### config.mk
export PLATFORM = sky130hd
export DESIGN_NAME = bypass_scoreboard
export DESIGN_NICKNAME = d
export VERILOG_FILES = /design/src/rtl/bypass_scoreboard.sv
export SDC_FILE = /design/constraint.sdc
export NUM_CORES = 1
export LEC_CHECK = 0
export ABC_CLOCK_PERIOD_IN_PS = 15600
export BUFFER_PORTS_ARGS = -buffer_cell sky130_fd_sc_hd__buf_2
export CELL_PAD_IN_SITES_DETAIL_PLACEMENT = 2
export CELL_PAD_IN_SITES_GLOBAL_PLACEMENT = 2
export CORE_MARGIN = 4
export CORE_UTILIZATION = 35
export CTS_CLUSTER_DIAMETER = 50
export DETAILED_ROUTE_END_ITERATION = 10
export PLACE_DENSITY = 0.94
export SETUP_SLACK_MARGIN = 0.2
export SYNTH_ARGS = -nofsm -noshare
export SYNTH_HDL_FRONTEND = slang
export SYNTH_SLANG_ARGS = --single-unit
### constraint.sdc
create_clock -name clk -period 15.6 [get_ports clk]
set_input_delay 3.12 -clock clk [delete_from_list [all_inputs] [get_ports clk]]
set_output_delay 3.12 -clock clk [all_outputs]
set_load 0.05 [all_outputs]
### src/rtl/bypass_scoreboard.sv
// Operand bypass scoreboard: tracks DEPTH in-flight producers, forwards their
// results to RD_PORTS operand readers, raises stall on unready data and retires the oldest entry.
module bypass_scoreboard #(
  parameter int DATA_W   = 32,
  parameter int CH_W     = 4,
  parameter int DEPTH    = 3,
  parameter int RD_PORTS = 2,
  parameter int EXCL_CH  = 14
) (
  input  logic                         clk,
  input  logic                         rst,
  input  logic                         flush,
  input  logic                         adv,
  input  logic                         iss_valid,
  input  logic [CH_W-1:0]              iss_ch,
  input  logic                         iss_hi,
  input  logic                         iss_rdy,
  input  logic [DATA_W-1:0]            iss_data,
  input  logic                         fill_valid,
  input  logic [$clog2(DEPTH)-1:0]     fill_stage,
  input  logic [DATA_W-1:0]            fill_data,
  input  logic [RD_PORTS-1:0]          rd_en,
  input  logic [RD_PORTS*CH_W-1:0]     rd_ch,
  input  logic [RD_PORTS*DATA_W-1:0]   rd_reg,
  output logic [RD_PORTS*DATA_W-1:0]   rd_data,
  input  logic                         excl_en,
  output logic                         stall,
  output logic                         wb_valid,
  output logic [CH_W-1:0]              wb_ch,
  output logic                         wb_hi,
  output logic [DATA_W-1:0]            wb_data,
  output logic                         err,
  output logic [15:0]                  stall_cnt
);

  localparam int HW = DATA_W / 2;

  logic              r_valid [DEPTH];
  logic [CH_W-1:0]   r_ch    [DEPTH];
  logic              r_hi    [DEPTH];
  logic              r_rdy   [DEPTH];
  logic [DATA_W-1:0] r_data  [DEPTH];

  logic              r_wb_valid;
  logic [CH_W-1:0]   r_wb_ch;
  logic              r_wb_hi;
  logic [DATA_W-1:0] r_wb_data;
  logic              r_err;
  logic [15:0]       r_stall_cnt;

  // Entry view with any same-cycle fill already merged in.
  logic              w_rdy    [DEPTH];
  logic [DATA_W-1:0] w_data   [DEPTH];
  logic              w_fwd_ok [DEPTH];
  logic [RD_PORTS*DATA_W-1:0] w_rd_data;
  logic              w_stall;

  always_comb begin
    for (int s = 0; s < DEPTH; s++) begin
      w_rdy[s]    = r_rdy[s];
      w_data[s]   = r_data[s];
      if (fill_valid && r_valid[s] && (int'(fill_stage) == s)) begin
        w_rdy[s]  = 1'b1;
        w_data[s] = fill_data;
      end
      w_fwd_ok[s] = r_valid[s] && !(excl_en && (r_ch[s] == CH_W'(EXCL_CH)));
    end
  end

  // Youngest match wins; an upper-half producer takes its low half from the
  // next older full-width producer of the same channel, else the register file.
  always_comb begin
    w_rd_data = '0;
    w_stall   = 1'b0;
    for (int p = 0; p < RD_PORTS; p++) begin
      logic [CH_W-1:0]   ch;
      logic [DATA_W-1:0] reg_v;
      logic [DATA_W-1:0] out_v;
      logic              hit, hit_hi, hit_rdy, lo_hit, lo_rdy, st;
      logic [DATA_W-1:0] hit_data, lo_data;
      ch       = rd_ch[p*CH_W +: CH_W];
      reg_v    = rd_reg[p*DATA_W +: DATA_W];
      hit      = 1'b0;
      hit_hi   = 1'b0;
      hit_rdy  = 1'b0;
      hit_data = '0;
      lo_hit   = 1'b0;
      lo_rdy   = 1'b0;
      lo_data  = '0;
      for (int s = 0; s < DEPTH; s++) begin
        if (!hit && w_fwd_ok[s] && (r_ch[s] == ch)) begin
          hit      = 1'b1;
          hit_hi   = r_hi[s];
          hit_rdy  = w_rdy[s];
          hit_data = w_data[s];
        end else if (hit && hit_hi && !lo_hit && w_fwd_ok[s] && (r_ch[s] == ch) && !r_hi[s]) begin
          lo_hit  = 1'b1;
          lo_rdy  = w_rdy[s];
          lo_data = w_data[s];
        end
      end
      out_v = reg_v;
      st    = 1'b0;
      if (rd_en[p] && (ch != '0) && hit) begin
        if (!hit_hi) begin
          out_v = hit_data;
          st    = !hit_rdy;
        end else begin
          out_v[DATA_W-1:HW] = hit_data[DATA_W-1:HW];
          st                 = !hit_rdy;
          if (lo_hit) begin
            out_v[HW-1:0] = lo_data[HW-1:0];
            st            = st || !lo_rdy;
          end
        end
      end
      w_rd_data[p*DATA_W +: DATA_W] = out_v;
      w_stall = w_stall || st;
    end
  end

  always_ff @(posedge clk) begin
    if (rst) begin
      for (int s = 0; s < DEPTH; s++) r_valid[s] <= 1'b0;
      r_wb_valid  <= 1'b0;
      r_wb_ch     <= '0;
      r_wb_hi     <= 1'b0;
      r_wb_data   <= '0;
      r_err       <= 1'b0;
      r_stall_cnt <= '0;
    end else begin
      if (w_stall && (r_stall_cnt != 16'hFFFF)) r_stall_cnt <= r_stall_cnt + 16'd1;
      r_wb_valid <= 1'b0;
      if (flush) begin
        for (int s = 0; s < DEPTH; s++) r_valid[s] <= 1'b0;
      end else if (adv) begin
        if (r_valid[DEPTH-1]) begin
          if (w_rdy[DEPTH-1]) begin
            r_wb_valid <= 1'b1;
            r_wb_ch    <= r_ch[DEPTH-1];
            r_wb_hi    <= r_hi[DEPTH-1];
            r_wb_data  <= w_data[DEPTH-1];
          end else begin
            r_err <= 1'b1;
          end
        end
        for (int s = DEPTH-1; s > 0; s--) begin
          r_valid[s] <= r_valid[s-1];
          r_ch[s]    <= r_ch[s-1];
          r_hi[s]    <= r_hi[s-1];
          r_rdy[s]   <= w_rdy[s-1];
          r_data[s]  <= w_data[s-1];
        end
        r_valid[0] <= iss_valid && (iss_ch != '0);
        r_ch[0]    <= iss_ch;
        r_hi[0]    <= iss_hi;
        r_rdy[0]   <= iss_rdy;
        r_data[0]  <= iss_data;
      end else begin
        for (int s = 0; s < DEPTH; s++) begin
          r_rdy[s]  <= w_rdy[s];
          r_data[s] <= w_data[s];
        end
      end
    end
  end

  assign rd_data   = w_rd_data;
  assign stall     = w_stall;
  assign wb_valid  = r_wb_valid;
  assign wb_ch     = r_wb_ch;
  assign wb_hi     = r_wb_hi;
  assign wb_data   = r_wb_data;
  assign err       = r_err;
  assign stall_cnt = r_stall_cnt;

endmodule
==> results.cfg <==
[clocking]
post_cts_buffers = 0
clockRootBuffer = clkbuf_16
path_clk_slew_ns = 0.08
htreeDepth = 4
cts_resized = 0
insertion_delay_ns = 0.44
cts.path.max_buffers = 2
numCtsBuffers = 17
cts.sinks = 172
cts_tree = built
cts_hold_buf = 0

[setup_path]
critPathLaunchType = input pin
rrSetupSlack_ns = 11.66
cp_max_fo = 21
arrival_ns = 6.97
end_kind = primary output
worst-setup-path-type = in -> out
required_ns = 12.48
reg2reg_from = r_ch[0][5]
r2r_end = stall_cnt[1]
reg2reg_depth = 9

[place]
port_buffers = 272
place_congestion = 0.841
place_hpwl_um = 32600

[route]
firstDrtPassIters = 6
vias_per_cell = 6.17
drt_iter0_drc = 934
drc = 0
wl_per_cell_um = 26.7
vias = 11300
wirelength_um = 49000
ant_nets = 0

[sta]
min_period_over_period = 0.647
fin_crit_ns = 10.09
fin_skew_ns = 0.0168
rsz0062_at_grt = no
hold_viol = 0
setup_tns_ns = 0
maxSlewViolCount = 0
finalSetupViolCount = 0
tightest_slew_ns = 1.20
fmax_mhz = 99.1
relSlewSlack = 0.202

[power_and_ir_drop]
ir_drop_mv = 0.0716
leakagePower_nw = 5.44
p_per_area_nw_per_um2 = 88.3

[yosys]
syn_area_um2 = 10900
ys_ff_latch = 172
synthMostInstantiatedCell = nor2_1
netlist_instances = 1200
synth.avg_cell_area_um2 = 9.11
ys.warnings.count = 0
async_flop_share = 0
yosysTopAreaCell = edfxtp_1
synth_nets = 1354
synth_commonest_cells = nor2_1 (186), nand2_1 (139), edfxtp_1 (117)
synth_top_cell_area_share = 0.322
synth_ff_type = edfxtp_1
synth_edf_count = 117
ys_seq_area_frac = 0.422
ys_types = 61
yosys-top-cells-area = edfxtp_1 (32%), dfxtp_1 (10%), mux2_2 (8.0%), mux2i_1 (6.7%), nor2_1 (6.4%)

[min_path]
holdCritPathClass = reg -> reg
min_to = wb_data[1]
whs_path_depth = 2
hold_start = wb_data[1]

[die]
rows = 64
die_y_um = 185
start_util = 0.356
die_area_um2 = 34100
core_area_um2 = 30700
die_w_um = 185
io-pin-count = 273

[global_routing]
grt.total_usage = 0.278
antenna_found_initial = 12
grt_pass1_vias = 12500
grt_max_degree = 95
grt-ovfl-total = 0
grt_pass1_wl_um = 73800

[flow_run]
timing.max_cap.violations = 0

[status]
outcome = complete, no violations

[cells_and_area]
final_util = 0.434
fillers = 3413
drive_gt1_frac = 0.300
regArea_um2 = 4610
nets = 1574
area_growth_pct = 21.8
multi_input_area_um2 = 5990
==> where the power goes <==
part           internal [W]  switching, W  total [W]
Clock              0.000261      0.000216   0.000477
Combinational     0.0000555      0.000129   0.000184
Sequential         0.000506    0.00000846   0.000514
Total              0.000822      0.000353    0.00118
==> cell type report <==
cell class | instances | area share
inverters | 6 | 0.00188
flip-flops and latches | 172 | 0.347
clock buffers | 20 | 0.0360
diodes | 7 | 0.00132
repair buffers | 295 | 0.115
well taps | 396 | 0.0372
multi-input cells | 928 | 0.450
clock inverters | 12 | 0.0111
==> layout by cell type, fill, tap and decap left out, types with 28 or more instances in the layout <==
cell and count:
mux2_2 78, edfxtp_1 117, a21oi_1 84, nand2_1 139
o21ai_0 68, buf_2 272, a222oi_1 28, nor2_1 183
a221oi_1 36, a211oi_1 49, dfxtp_1 55, mux2i_1 73
==> metrics by stage <==
stage | cell area, um2 | cells | hold slack [ns] | total power (W) | worst slack, ns
2_1_floorplan | 10900 | 1200 | 0.506 | 0.000637 | 6.10
3_3_place_gp | 12700 | 1797 | 0.454 | 0.000693 | 5.84
6_report | 13300 | 1836 | 0.497 | 0.00118 | 5.51
4_1_cts | 13300 | 1829 | 0.502 | 0.00118 | 5.60
3_5_place_dp | 12700 | 1797 | 0.462 | 0.000706 | 5.62
5_1_grt | 13300 | 1836 | 0.534 | 0.00121 | 5.16
==> flip-flops by register name, summed over array words and instances, names as in the netlist <==
signal / flops
wb_valid: 1
r_rdy: 3
r_valid: 3
stall_cnt: 16
wb_data: 32
r_data: 96
err: 1
wb_ch: 4
r_ch: 12
r_hi: 3
wb_hi: 1
==> per-layer routing <==
metal,vias to the layer above,share of wire,track usage
met5,-,0.0012,0
met4,10,0.034,0.128
met3,117,0.058,0.0424
met2,458,0.51,0.489
met1,5777,0.39,0.334
li1,4967,-,-
==> cells by family (layout without fill, tap and decap cells) <==
kind of cell	count (synthesis)	in the layout	share of synthesized area
AND/OR/NAND/NOR	417	417	0.166
AO/OA/AOI/OAI	331	331	0.205
flip-flops	172	172	0.422
multiplexers	151	151	0.147
buffers and inverters	100	333	0.0362
XOR/XNOR	28	28	0.0224
adder cells (fa/ha/maj)	1	1	0.00114
other	0	7	0
==> worst max path at each step <==
| stage | start | endpoint | slack, ns | cells past startpoint |
|---|---|---|---|---|
| 2_1_floorplan | excl_en | rd_data[38] | 6.10 | 9 |
| 3_3_place_gp | excl_en | rd_data[47] | 5.84 | 11 |
| 3_5_place_dp | excl_en | rd_data[7] | 5.62 | 12 |
| 4_1_cts | excl_en | rd_data[7] | 5.60 | 12 |
| 5_1_grt | excl_en | rd_data[7] | 5.16 | 12 |
| 6_report | excl_en | rd_data[7] | 5.51 | 12 |
==> worst max-delay path: stages <==
cell,delay [ns]
buf_2,0.12
nand3b_1,0.13
o21ai_1,0.39
or2_2,0.53
nand2b_1,0.56
o221ai_1,0.36
o21ai_1,0.22
o31ai_2,0.74
buf_4,0.32
nand2_1,0.07
o21ai_0,0.09
buf_2,0.31
Note: power is estimated with default switching activity, not from simulation.
